<file path="config.mk">
export PLATFORM = sky130hd
export DESIGN_NAME = ccff_bitstream_loader
export DESIGN_NICKNAME = d
export VERILOG_FILES = /design/src/rtl/ccff_bitstream_loader.sv
export SDC_FILE = /design/constraint.sdc
export NUM_CORES = 1
export LEC_CHECK = 0
export ABC_AREA = 1
export CAP_MARGIN = 20
export CORE_MARGIN = 4
export CORE_UTILIZATION = 50
export DETAILED_ROUTE_END_ITERATION = 7
export MAX_ROUTING_LAYER = met4
export PLACE_DENSITY = 0.71
export RECOVER_POWER = 25
export SETUP_SLACK_MARGIN = 0.05
export SYNTH_ARGS = -nofsm -noshare
export SYNTH_HDL_FRONTEND = slang
export SYNTH_SLANG_ARGS = --single-unit
export TNS_END_PERCENT = 30
</file>
<file path="constraint.sdc">
create_clock -name prog_clk -period 5.2 [get_ports prog_clk]
set_input_delay 0.78 -clock prog_clk [delete_from_list [all_inputs] [get_ports prog_clk]]
set_output_delay 0.78 -clock prog_clk [all_outputs]
set_load 0.03 [all_outputs]
</file>
<file path="src/rtl/ccff_bitstream_loader.sv">
// Configuration-chain initiator: accepts valid/ready words and shifts them MSB-first onto ccff_head.
// Define CCFF_READBACK_CRC_EN to add a full-rotation readback pass with CRC-8 compare.
module ccff_bitstream_loader #(
   parameter int unsigned CHAIN_LEN = 64,
   parameter int unsigned WORD_W    = 8,
   parameter int unsigned CNT_W     = $clog2(CHAIN_LEN + 1)
) (
   input  logic              prog_clk,
   input  logic              pReset,
   input  logic              start,
   input  logic [WORD_W-1:0] cfg_data,
   input  logic              cfg_valid,
   output logic              cfg_ready,
   output logic              ccff_head,
   output logic              ccff_en,
   input  logic              ccff_tail,
   output logic              busy,
   output logic              done,
   output logic              error
);

   localparam int unsigned NumWords = (CHAIN_LEN + WORD_W - 1) / WORD_W;
   localparam int unsigned WcntW    = $clog2(NumWords + 1);
   localparam int unsigned SlW      = $clog2(WORD_W + 1);

   typedef enum logic [1:0] {StIdle, StLoad, StRback, StFin} state_e;

   state_e            state_q, state_d;
   logic [CNT_W-1:0]  bit_cnt_q, bit_cnt_d;
   logic [WcntW-1:0]  wcnt_q, wcnt_d;
   logic [WORD_W-1:0] shreg_q, shreg_d;
   logic [WORD_W-1:0] buf_q, buf_d;
   logic              buf_full_q, buf_full_d;
   // Unshifted bits left in shreg; zero means the shifter is starved.
   logic [SlW-1:0]    sh_left_q, sh_left_d;

   logic              shift;
   logic              accept;
   logic              shreg_empty;
   int unsigned       rem;
   logic [SlW-1:0]    load_n;

`ifdef CCFF_READBACK_CRC_EN
   logic [7:0]       crc_ld_q, crc_ld_d;
   logic [7:0]       crc_rb_q, crc_rb_d;
   logic [CNT_W-1:0] rb_cnt_q, rb_cnt_d;
   logic             error_q, error_d;

   // Bit-serial CRC-8, polynomial x^8 + x^2 + x + 1.
   function automatic logic [7:0] crc8_step(input logic [7:0] crc, input logic bit_in);
      logic fb;
      fb = crc[7] ^ bit_in;
      return {crc[6:0], 1'b0} ^ (fb ? 8'h07 : 8'h00);
   endfunction

   assign error = error_q;
`else
   logic unused_tail;
   assign unused_tail = ccff_tail;
   assign error       = 1'b0;
`endif

   always_comb begin
      state_d     = state_q;
      bit_cnt_d   = bit_cnt_q;
      wcnt_d      = wcnt_q;
      shreg_d     = shreg_q;
      buf_d       = buf_q;
      buf_full_d  = buf_full_q;
      sh_left_d   = sh_left_q;
      cfg_ready   = 1'b0;
      ccff_en     = 1'b0;
      ccff_head   = 1'b0;
      busy        = 1'b0;
      done        = 1'b0;
      shift       = 1'b0;
      accept      = 1'b0;
      shreg_empty = 1'b0;
      rem         = 0;
      load_n      = '0;
`ifdef CCFF_READBACK_CRC_EN
      crc_ld_d    = crc_ld_q;
      crc_rb_d    = crc_rb_q;
      rb_cnt_d    = rb_cnt_q;
      error_d     = error_q;
`endif

      unique case (state_q)
         StIdle: begin
            if (start) begin
               state_d    = StLoad;
               bit_cnt_d  = '0;
               wcnt_d     = '0;
               shreg_d    = '0;
               buf_d      = '0;
               buf_full_d = 1'b0;
               sh_left_d  = '0;
`ifdef CCFF_READBACK_CRC_EN
               crc_ld_d   = '0;
               crc_rb_d   = '0;
               rb_cnt_d   = '0;
               error_d    = 1'b0;
`endif
            end
         end

         StLoad: begin
            busy      = 1'b1;
            cfg_ready = !buf_full_q && (wcnt_q < WcntW'(NumWords));
            accept    = cfg_valid && cfg_ready;
            shift     = (sh_left_q != '0);
            ccff_en   = shift;
            ccff_head = shift & shreg_q[WORD_W-1];

            if (shift) begin
               bit_cnt_d = bit_cnt_q + CNT_W'(1);
`ifdef CCFF_READBACK_CRC_EN
               crc_ld_d  = crc8_step(crc_ld_q, shreg_q[WORD_W-1]);
`endif
            end
            if (accept) begin
               wcnt_d = wcnt_q + WcntW'(1);
            end

            // Bits still owed to the chain after this cycle; trims the final partial word.
            rem    = CHAIN_LEN - 32'(bit_cnt_d);
            load_n = (rem < WORD_W) ? SlW'(rem) : SlW'(WORD_W);

            shreg_empty = (sh_left_q == '0) || (sh_left_q == SlW'(1));
            if (shreg_empty) begin
               if (buf_full_q) begin
                  shreg_d    = buf_q;
                  sh_left_d  = load_n;
                  buf_full_d = 1'b0;
               end else if (accept) begin
                  shreg_d   = cfg_data;
                  sh_left_d = load_n;
               end else begin
                  shreg_d   = '0;
                  sh_left_d = '0;
               end
            end else begin
               shreg_d   = shreg_q << 1;
               sh_left_d = sh_left_q - SlW'(1);
               if (accept) begin
                  buf_d      = cfg_data;
                  buf_full_d = 1'b1;
               end
            end

            if (bit_cnt_d == CNT_W'(CHAIN_LEN)) begin
`ifdef CCFF_READBACK_CRC_EN
               state_d  = StRback;
               rb_cnt_d = '0;
               crc_rb_d = '0;
`else
               state_d  = StFin;
`endif
            end
         end

`ifdef CCFF_READBACK_CRC_EN
         StRback: begin
            // Tail loops back to head, so one full rotation restores the image.
            busy      = 1'b1;
            ccff_en   = 1'b1;
            ccff_head = ccff_tail;
            crc_rb_d  = crc8_step(crc_rb_q, ccff_tail);
            rb_cnt_d  = rb_cnt_q + CNT_W'(1);
            if (rb_cnt_d == CNT_W'(CHAIN_LEN)) begin
               state_d = StFin;
               if (crc_rb_d != crc_ld_q) begin
                  error_d = 1'b1;
               end
            end
         end
`endif

         StFin: begin
            busy    = 1'b1;
            done    = 1'b1;
            state_d = StIdle;
         end

         default: begin
            state_d = StIdle;
         end
      endcase
   end

   always_ff @(posedge prog_clk or posedge pReset) begin
      if (pReset) begin
         state_q    <= StIdle;
         bit_cnt_q  <= '0;
         wcnt_q     <= '0;
         shreg_q    <= '0;
         buf_q      <= '0;
         buf_full_q <= 1'b0;
         sh_left_q  <= '0;
      end else begin
         state_q    <= state_d;
         bit_cnt_q  <= bit_cnt_d;
         wcnt_q     <= wcnt_d;
         shreg_q    <= shreg_d;
         buf_q      <= buf_d;
         buf_full_q <= buf_full_d;
         sh_left_q  <= sh_left_d;
      end
   end

`ifdef CCFF_READBACK_CRC_EN
   always_ff @(posedge prog_clk or posedge pReset) begin
      if (pReset) begin
         crc_ld_q <= '0;
         crc_rb_q <= '0;
         rb_cnt_q <= '0;
         error_q  <= 1'b0;
      end else begin
         crc_ld_q <= crc_ld_d;
         crc_rb_q <= crc_rb_d;
         rb_cnt_q <= rb_cnt_d;
         error_q  <= error_d;
      end
   end
`endif

endmodule

</file>
-- After elaboration in Yosys (flattened, before gate mapping)
Index checks and enable logic that the tools add are counted.
- $add $sub $neg: 4
- order comparisons: 2
- equality and inequality tests: 9
- multiplexer cells: 32
- bitwise logic cells: 1
- reduce and logical (&&, ||, !) cells: 14
- operators with widths (cell ; count):
    8-bit two-way mux ; 6
    32-bit by 4-bit < comparator with 1-bit output (second input constant) ; 1
    8-bit case mux with 2 select lines ; 2
    4-bit two-way mux ; 6
    7-bit two-way mux ; 3
    4-bit case mux with 2 select lines ; 2
    7-bit case mux with 2 select lines ; 1
    1-bit two-way mux ; 8
    2-bit != test (second input constant) ; 4
    7-bit by 7-bit subtractor with 8-bit output (first input constant) ; 1
    7-bit by 1-bit adder with 7-bit output (second input constant) ; 1
    7-bit == test (second input constant) ; 1
    3-bit AND reduction ; 2
    4-bit by 1-bit adder with 4-bit output (second input constant) ; 1
    4-bit by 1-bit == test with 1-bit output (second input constant) ; 1
    4-bit zero test ; 1
    4-bit < comparator (second input constant) ; 1
    2-bit two-way mux ; 2
    2-bit case mux with 2 select lines ; 1
    2-bit AND reduction ; 2
    4-bit AND reduction ; 1
    4-bit nonzero test ; 1
    4-bit by 1-bit subtractor with 4-bit output (second input constant) ; 1
    3-bit != test (second input constant) ; 1
    other kinds (10) ; 11
- register bits after elaboration: 34
- input bits: 13
- output and inout bits: 6
- logic and storage cells: 69

-- Logic depth before layout (Yosys ltp)
- depth in word-level cells: 10
- gate-level depth with buffers: 18
- depth with buffers taken out: 18

-- Worst setup path before layout
Ideal clock, no wire load.
- path type: flip-flop to output port
- start point: register sh_left_q[0]
- end point: output ccff_head
- arrival: 1418 ps
- required time: 4420 ps
- setup slack: 3002 ps
- cell stages (with the launch flop): 7
- buffers on the path: 1
- path through: dfrtp_1 -> inv_1 -> ha_1 -> nand2_4 -> buf_6 -> nand2_1 -> nor2_1
- word-level cells in the longest chain between the ends: 3
- ends and longest elaborated chain (element ; RTL line ; text):
    from (decl) ; 35 ; logic [SlW-1:0] sh_left_q, sh_left_d;
    from (signal assigned) ; 207 ; sh_left_q <= sh_left_d;
    4-bit nonzero test ; 111 ; shift = (sh_left_q != '0);
    1-bit bitwise AND ; 113 ; ccff_head = shift & shreg_q[WORD_W-1];
    1-bit two-way mux ; 88 ; unique case (state_q)
    to (decl) ; 14 ; output logic ccff_head,
Every way passes these cells.

-- Worst setup path in the final report
- start point: register state_q[1]
- end point: output cfg_ready
- word-level cells in the longest chain between the ends: 2
- ends and longest elaborated chain (element ; RTL line ; text):
    from (decl) ; 28 ; state_e state_q, state_d;
    from (signal assigned) ; 193 ; state_q <= StIdle;
    from (signal assigned) ; 201 ; state_q <= state_d;
    2-bit by 1-bit == test with 1-bit output ; 88 ;
    1-bit two-way mux ; 88 ;
    to (decl) ; 13 ; output logic cfg_ready,
Every way passes these cells.

==> impl_metrics.tcl <==
set metrics [dict create \
    timing.fmax_mhz 323.0 \
    syn_to_final_growth_pct 13.01 \
    avgSynthCellArea_um2 7.489 \
    worst-setup-path-type "reg2out" \
    post_drt_via_cell_ratio 5.338 \
    grt_usage 0.1955 \
    worstPathCellList "inv_1, nand2_1, nor3_1, clkdlybuf4s50_1" \
    layout-drive-gt1-share 0.1014 \
    fin_tns_setup_ns 0 \
    grt-ovfl-total 0 \
    synth_top_cell_area_share 0.4057 \
    p_leak_nw 1.214 \
    ff2ff_setup_slack_ns 2.82 \
    startpoint_type "register" \
    synth.distinct_cells 31 \
    clock_path_buffers 2 \
    numPortBuffers 16 \
    critPathTopFamily "buffers and inverters" \
    num_vias 1847 \
    htree_levels 2 \
    synth_cells 280 \
    die_y_um 72.76 \
    slew_headroom -0.2307 \
    design_area_mm2 0.002370 \
    violations "capacitance limit, slew limit" \
    max_stage_delay_ns 0.75 \
    status "complete, but fails checks" \
    grt_max_degree 35 \
    grt_pass1_vias 1732 \
    synth_area_leader_cell "dfrtp_1" \
    power_density_mw_per_mm2 640.1 \
    ant_nets 0 \
    hp-start "shreg_q[0]" \
    report.final.slew_viol_count 35 \
    ios 19 \
    hold_depth 1 \
    r2r_start "sh_left_q[0]" \
    period_share 0.5954 \
    worstPathMaxFanout 17 \
    yosysMostFrequentCell "nand2_1" \
    wl_per_cell_um 12.74 \
    fillers 385 \
    synth.net_count 299 \
    cts_setup_buffers 0 \
    cts_hold_buf 0 \
    drc_errors 0 \
    rsz0062_at_grt "false" \
    dieArea_mm2 0.005294 \
    cts.sinks 34 \
    rows 23 \
    yosys_warnings 0 \
    r2r_cells 18 \
    path_clk_slew_ns 0.07 \
    detail_route.first_pass.iterations 4 \
    seq_area_frac_synth 0.4057 \
    rr_endpoint "sh_left_q[3]" \
    cts_buffers 5 \
    tightestPinTransition_ns 1.846 \
    crit_path_top_delay_cell "clkdlybuf4s50_1" \
    wl_um 4407 \
    grt_first_pass_wirelength_um 7845 \
    start_util 0.5205 \
    fin_crit_ns 3.096 \
    ys_ff_latch 34 \
    antenna_found_initial 0 \
    hold_class "reg2reg" \
    drt_iter0_drc 126 \
    synth_ff_type "dfrtp_1" \
    setup_violations 0 \
    worstSkewPairLatency_ns 0.29 \
    end_kind "primary output" \
    cap_violations 1 \
    skew_ns 0.008432 \
    gp_congestion 0.8711 \
    syn_area_mm2 0.002097 \
    synth-edff-count 0 \
    synth_commonest_cells "55 x nand2_1, 44 x inv_1, 34 x dfrtp_1" \
    place_hpwl_um 3142 \
    cts_tree "yes" \
    peakVddDrop_mv 0.2973 \
    clockRootBuffer "clkbuf_8" \
    antenna_cells 0 \
    min_to "shreg_q[0]" \
    path_buf_inv 2 \
    core_area_mm2 0.004029 \
    critPathRequiredTime_ns 4.42 \
    die_w_um 72.76 \
    place_area_mm2 0.002278 \
    hold_viol 0 \
    nets 314 \
    synth-async-reset-ratio 1.000 \
    ys_top_cells_by_area "dfrtp_1 41%, nand2_1 9.8%, inv_1 7.9%" \
    cts_resized 0 \
    critical_path_arrival_ns 2.32 \
]
## routing by layer
layer / global-route usage / up-vias / wire (um) / part of all wire
met5: - / - / 0 / 0
met4: 0.04918 / 0 / 50 / 0.011
met3: 0.05096 / 7 / 171 / 0.039
met2: 0.3126 / 29 / 2026 / 0.46
met1: 0.2478 / 861 / 2159 / 0.49
li1: - / 950 / - / -
## logic make-up (layout without fill, tap and decap cells)
group / after synthesis / count (layout) / synth area share
compound gates: 56 / 56 / 0.1575
xor+xnor: 3 / 3 / 0.01253
fa+ha+maj: 6 / 6 / 0.03580
buf+inv: 58 / 74 / 0.1134
flops: 34 / 34 / 0.4057
other cells: 1 / 1 / 0.001788
simple gates: 122 / 122 / 0.2733
## cell usage in the layout (no fill, tap or decap), drive strengths merged
master / instances
nand3: 18
o22ai: 22
nor3: 5
nand2: 64
nor2: 25
buf: 1
clkinv: 3
o21ai: 9
a32o: 1
clkbuf: 7
a21oi: 22
xor2: 1
inv: 46
xnor2: 2
nand4: 9
clkinvlp: 1
conb: 1
and3: 1
dfrtp: 34
dlygate4sd3: 1
a22o: 1
ha: 6
a22oi: 1
clkdlybuf4s50: 15
## report_power, final
| group | internal (mW) | switching (mW) |
|---|---|---|
| Combinational | 0.295 | 0.539 |
| Clock | 0.106 | 0.103 |
| Sequential | 0.382 | 0.0915 |
## through the flow
| stage | instances | power [mW] | worst slack (ns) | hold WS [ns] | util |
|---|---|---|---|---|---|
| after global routing | 346 | 1.682 | 1.944 | 0.5441 | 0.5882 |
| after detailed placement | 338 | 1.308 | 2.424 | 0.4951 | 0.5655 |
| final | 346 | 1.517 | 2.104 | 0.5081 | 0.5882 |
| after global placement | 338 | 1.289 | 2.431 | 0.4982 | 0.5655 |
| after floorplan | 280 | 1.131 | 3.002 | 0.4736 | - |
| after CTS | 346 | 1.525 | 2.081 | 0.5149 | 0.5891 |
## how the worst max path moves through the flow
stage                            start   endpoint  slack [ns]  depth (start not counted)
final                       state_q[1]  cfg_ready        2.10                          4
after global routing        state_q[1]  cfg_ready        1.94                          4
after CTS                   state_q[1]  cfg_ready        2.08                          4
after detailed placement    state_q[1]  cfg_ready        2.42                          4
after global placement      state_q[1]  cfg_ready        2.43                          4
after floorplan           sh_left_q[0]  ccff_head        3.00                          6
## registers in the layout, indices dropped and copies added (netlist names)
signal	cells
sh_left_q	4
wcnt_q	4
state_q	2
shreg_q	8
bit_cnt_q	7
buf_q	8
buf_full_q	1
## layout make-up
type                       instances  area (um^2)  share of cell area
clock buffer                       6        82.58             0.03485
inverter                          48        181.4             0.07656
clock inverter                     2        12.51            0.005280
tap                               50        62.56             0.02640
multi-input combinational        188         1008              0.4256
timing repair buffer              18        171.4             0.07233
sequential                        34        850.8              0.3590
## worst reg2reg max path: stages, from the launching register on
cell and delay (ns):
dfrtp_1 0.43, inv_1 0.10, ha_1 0.32, nand2_4 0.19
nand2_1 0.10, nand2_1 0.08, ha_1 0.22, nand3_1 0.11
clkinv_1 0.11, nand2_1 0.09, nand2_1 0.05, nand2_1 0.07
nand2_1 0.06, clkinv_2 0.07, nand3_2 0.07, nand2_1 0.06
nand2_1 0.05, nand2_1 0.06, nand2_1 0.05
Note: power is estimated with default switching activity, not from simulation.
